**config.mk**
```make
export PLATFORM = sky130hd
export DESIGN_NAME = axil_cmd_master
export DESIGN_NICKNAME = d
export VERILOG_FILES = /design/src/rtl/axil_cmd_master.sv
export SDC_FILE = /design/constraint.sdc
export NUM_CORES = 1
export LEC_CHECK = 0
export ABC_AREA = 1
export CAP_MARGIN = 30
export CELL_PAD_IN_SITES_DETAIL_PLACEMENT = 0
export CELL_PAD_IN_SITES_GLOBAL_PLACEMENT = 1
export CORE_MARGIN = 2
export CORE_UTILIZATION = 25
export CTS_BUF_LIST = sky130_fd_sc_hd__clkbuf_2 sky130_fd_sc_hd__clkbuf_4 sky130_fd_sc_hd__clkbuf_8
export CTS_CLUSTER_SIZE = 20
export DETAILED_ROUTE_END_ITERATION = 7
export PLACE_DENSITY = 0.88
export SLEW_MARGIN = 10
export SYNTH_ARGS = -nofsm -noshare
export SYNTH_HDL_FRONTEND = slang
export SYNTH_SLANG_ARGS = --single-unit
```
**constraint.sdc**
```tcl
create_clock -name clk -period 1.3 [get_ports clk]
set_input_delay 0.195 -clock clk [delete_from_list [all_inputs] [get_ports clk]]
set_output_delay 0.195 -clock clk [all_outputs]
set_load 0.02 [all_outputs]
```
**src/rtl/axil_cmd_master.sv**
```systemverilog
// axil_cmd_master: turns single-beat register commands into AXI-Lite write
// or read transactions on the cbus, one transaction at a time, and returns
// the slave's response on a valid/ready response port.
module axil_cmd_master #(
  parameter int         ADDR_WIDTH = 32,
  parameter int         DATA_WIDTH = 32,
  parameter logic [2:0] PROT       = 3'b000
) (
  input  logic                    clk,
  input  logic                    rstn,
  // command port
  input  logic                    cmd_valid,
  output logic                    cmd_ready,
  input  logic                    cmd_write,
  input  logic [ADDR_WIDTH-1:0]   cmd_addr,
  input  logic [DATA_WIDTH-1:0]   cmd_wdata,
  input  logic [DATA_WIDTH/8-1:0] cmd_wstrb,
  // response port
  output logic                    rsp_valid,
  input  logic                    rsp_ready,
  output logic                    rsp_write,
  output logic [DATA_WIDTH-1:0]   rsp_rdata,
  output logic [1:0]              rsp_resp,
  output logic                    busy,
  // AW channel
  output logic [ADDR_WIDTH-1:0]   cbus_awaddr,
  output logic [2:0]              cbus_awprot,
  output logic                    cbus_awvalid,
  input  logic                    cbus_awready,
  // W channel
  output logic [DATA_WIDTH-1:0]   cbus_wdata,
  output logic [DATA_WIDTH/8-1:0] cbus_wstrb,
  output logic                    cbus_wvalid,
  input  logic                    cbus_wready,
  // B channel
  input  logic [1:0]              cbus_bresp,
  input  logic                    cbus_bvalid,
  output logic                    cbus_bready,
  // AR channel
  output logic [ADDR_WIDTH-1:0]   cbus_araddr,
  output logic [2:0]              cbus_arprot,
  output logic                    cbus_arvalid,
  input  logic                    cbus_arready,
  // R channel
  input  logic [DATA_WIDTH-1:0]   cbus_rdata,
  input  logic [1:0]              cbus_rresp,
  input  logic                    cbus_rvalid,
  output logic                    cbus_rready
);

  localparam int STRB_WIDTH = DATA_WIDTH / 8;

  typedef enum logic [2:0] {
    IDLE  = 3'd0,
    WADDR = 3'd1,
    WRESP = 3'd2,
    RADDR = 3'd3,
    RDATA = 3'd4,
    RESP  = 3'd5
  } state_t;

  state_t                  state_reg,     state_next;
  logic [ADDR_WIDTH-1:0]   addr_reg,      addr_next;
  logic [DATA_WIDTH-1:0]   wdata_reg,     wdata_next;
  logic [STRB_WIDTH-1:0]   wstrb_reg,     wstrb_next;
  logic                    aw_done_reg,   aw_done_next;
  logic                    w_done_reg,    w_done_next;
  logic                    rsp_write_reg, rsp_write_next;
  logic [DATA_WIDTH-1:0]   rsp_rdata_reg, rsp_rdata_next;
  logic [1:0]              rsp_resp_reg,  rsp_resp_next;

  // Channel handshakes and port controls are pure decodes of the state and
  // done flags, so an asynchronous reset drops every valid/ready at once.
  // cmd_ready is additionally held low while reset is asserted.
  assign cmd_ready    = (state_reg == IDLE) && rstn;
  assign busy         = (state_reg != IDLE);
  assign rsp_valid    = (state_reg == RESP);
  assign rsp_write    = rsp_write_reg;
  assign rsp_rdata    = rsp_rdata_reg;
  assign rsp_resp     = rsp_resp_reg;

  assign cbus_awaddr  = addr_reg;
  assign cbus_awprot  = PROT;
  assign cbus_awvalid = (state_reg == WADDR) && !aw_done_reg;
  assign cbus_wdata   = wdata_reg;
  assign cbus_wstrb   = wstrb_reg;
  assign cbus_wvalid  = (state_reg == WADDR) && !w_done_reg;
  assign cbus_bready  = (state_reg == WRESP);
  assign cbus_araddr  = addr_reg;
  assign cbus_arprot  = PROT;
  assign cbus_arvalid = (state_reg == RADDR);
  assign cbus_rready  = (state_reg == RDATA);

  // State, command and response registers.
  always_ff @(posedge clk or negedge rstn) begin
    if (!rstn) begin
      state_reg     <= IDLE;
      addr_reg      <= '0;
      wdata_reg     <= '0;
      wstrb_reg     <= '0;
      aw_done_reg   <= 1'b0;
      w_done_reg    <= 1'b0;
      rsp_write_reg <= 1'b0;
      rsp_rdata_reg <= '0;
      rsp_resp_reg  <= 2'b00;
    end else begin
      state_reg     <= state_next;
      addr_reg      <= addr_next;
      wdata_reg     <= wdata_next;
      wstrb_reg     <= wstrb_next;
      aw_done_reg   <= aw_done_next;
      w_done_reg    <= w_done_next;
      rsp_write_reg <= rsp_write_next;
      rsp_rdata_reg <= rsp_rdata_next;
      rsp_resp_reg  <= rsp_resp_next;
    end
  end

  // Next-state logic: accept a command, run its AXI channels, hold the response.
  always_comb begin
    state_next     = state_reg;
    addr_next      = addr_reg;
    wdata_next     = wdata_reg;
    wstrb_next     = wstrb_reg;
    aw_done_next   = aw_done_reg;
    w_done_next    = w_done_reg;
    rsp_write_next = rsp_write_reg;
    rsp_rdata_next = rsp_rdata_reg;
    rsp_resp_next  = rsp_resp_reg;

    case (state_reg)
      IDLE: begin
        if (cmd_valid && cmd_ready) begin
          addr_next      = cmd_addr;
          wdata_next     = cmd_wdata;
          wstrb_next     = cmd_wstrb;
          rsp_write_next = cmd_write;
          aw_done_next   = 1'b0;
          w_done_next    = 1'b0;
          state_next     = cmd_write ? WADDR : RADDR;
        end
      end

      WADDR: begin
        // AW and W complete independently; each valid falls the cycle after
        // its own handshake, and we move on once both have completed.
        if (cbus_awvalid && cbus_awready) begin
          aw_done_next = 1'b1;
        end
        if (cbus_wvalid && cbus_wready) begin
          w_done_next = 1'b1;
        end
        if (aw_done_next && w_done_next) begin
          state_next = WRESP;
        end
      end

      WRESP: begin
        if (cbus_bvalid) begin
          rsp_resp_next  = cbus_bresp;
          rsp_write_next = 1'b1;
          rsp_rdata_next = '0;
          state_next     = RESP;
        end
      end

      RADDR: begin
        if (cbus_arready) begin
          state_next = RDATA;
        end
      end

      RDATA: begin
        if (cbus_rvalid) begin
          rsp_resp_next  = cbus_rresp;
          rsp_rdata_next = cbus_rdata;
          rsp_write_next = 1'b0;
          state_next     = RESP;
        end
      end

      RESP: begin
        if (rsp_ready) begin
          state_next = IDLE;
        end
      end

      default: begin
        state_next = IDLE;
      end
    endcase
  end

endmodule
```
==> impl_metrics.yaml, run 1 <==
clocking:
  cts_buffers: 9
  worstSkewPairLatency_ns: 0.37
  cts.reportedPaths.clkPinSlew_ns: 0.10
  root_buffer: "clkbuf_8"
  cts_tree: "done"
  cts_max_level: 3
  clock-sinks: 108
  cts.path.max_buffers: 2
power_and_ir_drop:
  p_int_mw: 10.9
  sw_frac_of_total: 0.442
  clkPwrFrac: 0.102
  switching_power_mw: 8.60
  power_density_nw_per_um2: 2270
  p_comb_frac: 0.600
  leakagePower_nw: 4.36
  power_frac_seq: 0.298
  max-vdd-ir-drop_mv: 0.927
cells_and_area:
  final_cell_mix: "nand2_1, clkdlybuf4s50_1, dfrtp_1"
  utilization: 0.460
  drive_above_1_share: 0.383
  area_growth_pct: 80.9
  final_cells: 1094
  final_common_cell: "nand2_1"
  n_antenna_cell: 0
  finalNetCount: 969
flow_run:
  maxCapViolCount: 0
logic_synthesis:
  postSynthAreaPerCell_sq_um: 8.52
  syn_inst: 556
  yosys.area_share.simple: 0.274
  seq_area_frac_synth: 0.570
  synth_area_sq_um: 4740
  synthAdderAreaFrac: 0
  yosys_warnings: 0
  synthDistinctLibCells: 20
  yosys_register_bits: 108
  synth-compound-area-share: 0.0412
  synthXorXnorAreaFrac: 0
  synthMuxAreaShare: 0
  synth_top_family_by_area: "simple AND/OR/NAND/NOR gates"
placed_design:
  dp_cells: 1023
  gp_congestion: 0.785
  dpl.hpwl_microns: 10600
  port-buffer-count: 256
timing:
  setup_ws_ns: -0.268
  clock_skew_ns: 0.00695
  min_period_ns: 1.57
  hold_ws_ns: -0.0148
  grt_setup_unrepaired: "true"
  worst_pin_slew_ns: 0.608
  slew_headroom: 0.594
  setup_viol: 114
  hold_violations: 3
  slew_violations: 0
  post-route-period-util: 1.21
  clock.fmax_mhz: 638
floorplan:
  die_h_microns: 142
  rows: 50
  core-area_sq_um: 18600
  die_area_sq_um: 20100
  io_pins: 263
  die_w_microns: 142
  start_util: 0.254
grt:
  grt_overflow: 0
  grt.total_usage: 0.159
  grt_max_degree: 109
  antenna_found_initial: 0
  grt_pass1_wl_microns: 25100
  grt_pass1_vias: 4770
route:
  wire_per_inst_microns: 14.9
  drt-total-wl_microns: 16300
  drt_pass1_iterations: 4
  drc_errors: 0
  drt_iter0_drc: 121
  viasPerCell: 4.27
  postRouteAntennaNets: 0
  dr_total_vias: 4675
critical_path:
  rrSetupSlack_ns: -0.24
  required_ns: 1.11
  cp_max_fo: 7
  reg2regPathDepth: 10
  critPathCaptureType: "primary output"
  r2r-start: "state_reg[0]"
  cp-start-kind: "register"
  cp.arrival_ns: 1.37
  rr_endpoint: "cbus_araddr[10]"
  path_class: "reg2out"
outcome:
  status: "finished, violations left"
  violations: "hold timing, setup timing"
hold_path:
  min_path_type: "in2async"
## how the worst max path moves through the flow
stage                                 end  cells past startpoint          from  slack [ns]
final                         cbus_rready                      5  state_reg[1]       -0.27
after global placement       cbus_awvalid                      6  state_reg[2]       -0.36
after global routing          cbus_rready                      5  state_reg[1]       -0.34
after floorplan           cbus_araddr[28]                     10  state_reg[1]       -0.01
after detailed placement     cbus_awvalid                      6  state_reg[2]       -0.37
after CTS                     cbus_wvalid                      6  state_reg[2]       -0.27
## Yosys cell counts
| cell | instances | area, sq um |
|---|---|---|
| buf_2 | 6 | 30.0 |
| conb_1 | 1 | 3.75 |
| inv_2 | 5 | 18.8 |
| buf_6 | 7 | 78.8 |
| nor2_1 | 9 | 33.8 |
| nand3_4 | 1 | 17.5 |
| nand2_1 | 265 | 995 |
| inv_1 | 15 | 56.3 |
| nand3_1 | 38 | 190 |
| o211ai_1 | 2 | 15.0 |
| clkbuf_1 | 14 | 52.6 |
| or2_2 | 2 | 12.5 |
| nand2_2 | 1 | 6.26 |
| a21oi_1 | 2 | 10.0 |
| o21ai_0 | 34 | 170 |
| buf_1 | 1 | 3.75 |
| buf_4 | 40 | 300 |
| nand4_1 | 3 | 18.8 |
| nor2_4 | 2 | 22.5 |
| dfrtp_1 | 108 | 2700 |
## routing by layer
metal | track usage | share of wire | vias up
met5 | 0 | 0 | -
met4 | 0.0747 | 0.037 | 0
met1 | 0.188 | 0.41 | 2179
met2 | 0.269 | 0.49 | 169
met3 | 0.0422 | 0.060 | 42
li1 | - | - | 2285
## stage by stage
| step | setup WS (ns) | hold slack (ns) | power, mW | instance area, sq um | TNS, ns |
|---|---|---|---|---|---|
| floorplan | -0.0135 | -0.101 | 11.6 | 4780 | -0.335 |
| detailed placement | -0.371 | 0.464 | 16.5 | 7550 | -23.20 |
| finish | -0.268 | -0.0148 | 19.5 | 8570 | -21.60 |
| global placement | -0.363 | 0.462 | 16.4 | 7550 | -22.25 |
| CTS | -0.275 | 0.0375 | 19.4 | 8660 | -22.17 |
| global route | -0.340 | 0.0399 | 20.7 | 8570 | -30.19 |
## timing repair
item | 4_1_cts | 5_1_grt
pin swaps | 29 | 6
endpoints found under the setup margin | 249 | 192
setup buffers | 25 | 20
cloned | 10 | 2
resized for setup | 540 | 84
hold buffers | 0 | 0
## worst max-delay path: stages, from the launching register on
cell	delay, ns
dfrtp_1	0.43
buf_6	0.16
nor2_4	0.14
nand2_4	0.09
inv_4	0.07
buf_6	0.11
## cell families (layout without fill, tap and decap cells)
logic type / Yosys count / in the layout
compound gates: 38 / 38
buf+inv: 88 / 387
other cells: 1 / 6
flops: 108 / 108
simple gates: 321 / 321
## layout make-up
cell class	count	area, sq um
inverters	20	100
repair buffers	351	3510
multi-input cells	365	1780
clock buffers	11	145
fillers	1806	10100
clock inverters	5	35.0
flip-flops and latches	108	2700
well taps	234	293
## power by group through the flow
| stage | clock network, mW | logic (mW) | registers (mW) |
|---|---|---|---|
| after floorplan | 0 | 4.23 | 7.32 |
| after global placement | 0 | 10.6 | 5.76 |
| after detailed placement | 0 | 10.7 | 5.78 |
| after CTS | 2.09 | 11.5 | 5.83 |
| after global routing | 2.22 | 12.5 | 5.98 |
| final | 1.98 | 11.7 | 5.80 |
Note: power is estimated with default switching activity, not from simulation.
==> run 2: changes to the inputs <==
SETUP_SLACK_MARGIN = 0.05   (was unset)
TNS_END_PERCENT = 50   (was unset)
==> impl_metrics.yaml, run 2 (same netlist as run 1, synthesis figures left out) <==
outcome:
  status: "finished, violations left"
  violations: "setup timing"
timing:
  setup_viol: 116
  clock_skew_ns: 0.0113
  hold_violations: 0
  slew_violations: 0
  slew_headroom: 0.502
  clock.fmax_mhz: 640
  worst_pin_slew_ns: 0.747
  post-route-period-util: 1.20
  hold_ws_ns: 0.0923
  grt_setup_unrepaired: "true"
  min_period_ns: 1.56
  fin_tns_setup_ns: -18.62
  setup_ws_ns: -0.263
floorplan:
  io_pins: 263
  start_util: 0.254
  rows: 50
  die_w_microns: 142
  core-area_sq_um: 18600
  die_h_microns: 142
  die_area_sq_um: 20100
flow_run:
  maxCapViolCount: 0
power_and_ir_drop:
  sw_frac_of_total: 0.458
  clkPwrFrac: 0.118
  p_comb_frac: 0.565
  power_density_nw_per_um2: 2400
  switching_power_mw: 8.33
  power_mw: 18.2
  leakagePower_nw: 4.08
  max-vdd-ir-drop_mv: 0.886
  power_frac_seq: 0.317
  p_int_mw: 9.85
grt:
  grt.total_usage: 0.148
  antenna_found_initial: 0
  grt_pass1_wl_microns: 23600
  grt_pass1_vias: 4569
  grt_max_degree: 65
  grt_overflow: 0
critical_path:
  critPathMaxStageDelay_ns: 0.48
  rr_endpoint: "rsp_write"
  r2r-start: "state_reg[2]"
  startpoint: "state_reg[1]"
  cp_common_cell: "buf_6"
  reg2regPathDepth: 11
  required_ns: 1.11
  critPathCaptureType: "primary output"
  path_class: "reg2out"
  cp.arrival_ns: 1.37
  path_buf_inv: 3
  crit_cells: 5
  cp_top_family: "flip-flops"
  cp_max_fo: 6
  rrSetupSlack_ns: -0.26
  crit_slowest_cell: "dfrtp_2"
  critical_path.endpoint: "cbus_rready"
  crit_path_cell_trace: "buf_6, nor2_4, nand2_4, inv_4, buf_6"
  cp-start-kind: "register"
clocking:
  cts_max_level: 3
  cts_buffers: 9
  worstSkewPairLatency_ns: 0.38
  cts.path.max_buffers: 2
  cts_tree: "done"
  clock-sinks: 108
  root_buffer: "clkbuf_8"
  cts.reportedPaths.clkPinSlew_ns: 0.11
route:
  wire_per_inst_microns: 14.6
  postRouteAntennaNets: 0
  drt_pass1_iterations: 4
  drt_iter0_drc: 192
  drc_errors: 0
  dr_total_vias: 4536
  viasPerCell: 4.29
  drt-total-wl_microns: 15500
placed_design:
  gp_congestion: 0.782
  dpl.hpwl_microns: 10600
  port-buffer-count: 256
  dp_cells: 1018
cells_and_area:
  final_cells: 1058
  nFillCells: 1948
  area_growth_pct: 59.5
  finalNetCount: 933
  final_common_cell: "nand2_1"
  final_cell_mix: "nand2_1, buf_2, clkdlybuf4s50_1"
  drive_above_1_share: 0.333
  n_antenna_cell: 0
hold_path:
  min_path_type: "in2async"
-- run 2: cell types whose count changed in the layout (fill, tap and decap cells not counted), sizes merged --
cell / before / now
clkinv: 2 / 4
buf: 141 / 198
clkinvlp: 1 / 0
clkdlybuf4s15: 57 / 0
clkbuf: 52 / 14
bufinv: 0 / 1
-- run 2: layout make-up --
cell class              instances  area (sq um)  share of cell area
flip-flops and latches        108          2710               0.358
repair buffers                315          2560               0.339
multi-input cells             365          1710               0.226
well taps                     234           293              0.0387
clock buffers                   9           124              0.0164
inverters                      20          97.6              0.0129
clock inverters                 7          75.1             0.00993
-- run 2: metal layers --
layer  routed length [microns]  vias up  part of all wire  GRT usage
met2                      7520      193              0.49      0.251
met4                       263        0             0.017     0.0495
met3                      1180       21             0.076     0.0402
li1                          -     2209                 -          -
met1                      6520     2113              0.42      0.184
met5                         0        -                 0          0
-- run 2: worst min path at each step --
stage	startpoint	end	slack [ns]	depth (start not counted)
after floorplan	rstn	aw_done_reg	-0.10	0
after global placement	rsp_rdata[19]	rsp_rdata[19]	0.46	2
after detailed placement	cbus_wdata[30]	cbus_wdata[30]	0.46	2
after CTS	rstn	cbus_wdata[30]	0.11	3
after global routing	rstn	rsp_rdata[20]	0.13	3
final	rstn	rsp_rdata[11]	0.09	3
-- run 2: stage by stage --
stage           util  cell area (sq um)  setup slack [ns]
6_report       0.406               7560            -0.263
5_1_grt        0.406               7560            -0.346
4_1_cts        0.392               7310            -0.273
3_3_place_gp   0.402               7490            -0.324
2_1_floorplan      -               4790           -0.0133
3_5_place_dp   0.402               7490            -0.329
-- run 2: repair_timing --
| item | in CTS | in global routing |
|---|---|---|
| buffers inserted | 7 | 10 |
| hold buffers | 0 | 0 |
| resized for setup | 617 | 48 |
| cloned | 2 | 5 |
| setup endpoints to repair | 251 | 129 |
| pin swaps | 6 | 11 |
-- run 2: worst min-delay path, cell delays in order --
cell   delay [ns]
buf_4        0.10
buf_4        0.13
buf_4        0.53
-- run 2: power groups by stage --
| stage | Sequential [mW] | Combinational [mW] | Clock [mW] |
|---|---|---|---|
| after floorplan | 7.32 | 4.26 | 0 |
| after global placement | 5.81 | 10.5 | 0 |
| after detailed placement | 5.83 | 10.6 | 0 |
| after CTS | 5.77 | 9.63 | 2.24 |
| after global routing | 5.98 | 11.1 | 2.38 |
| final | 5.77 | 10.3 | 2.15 |
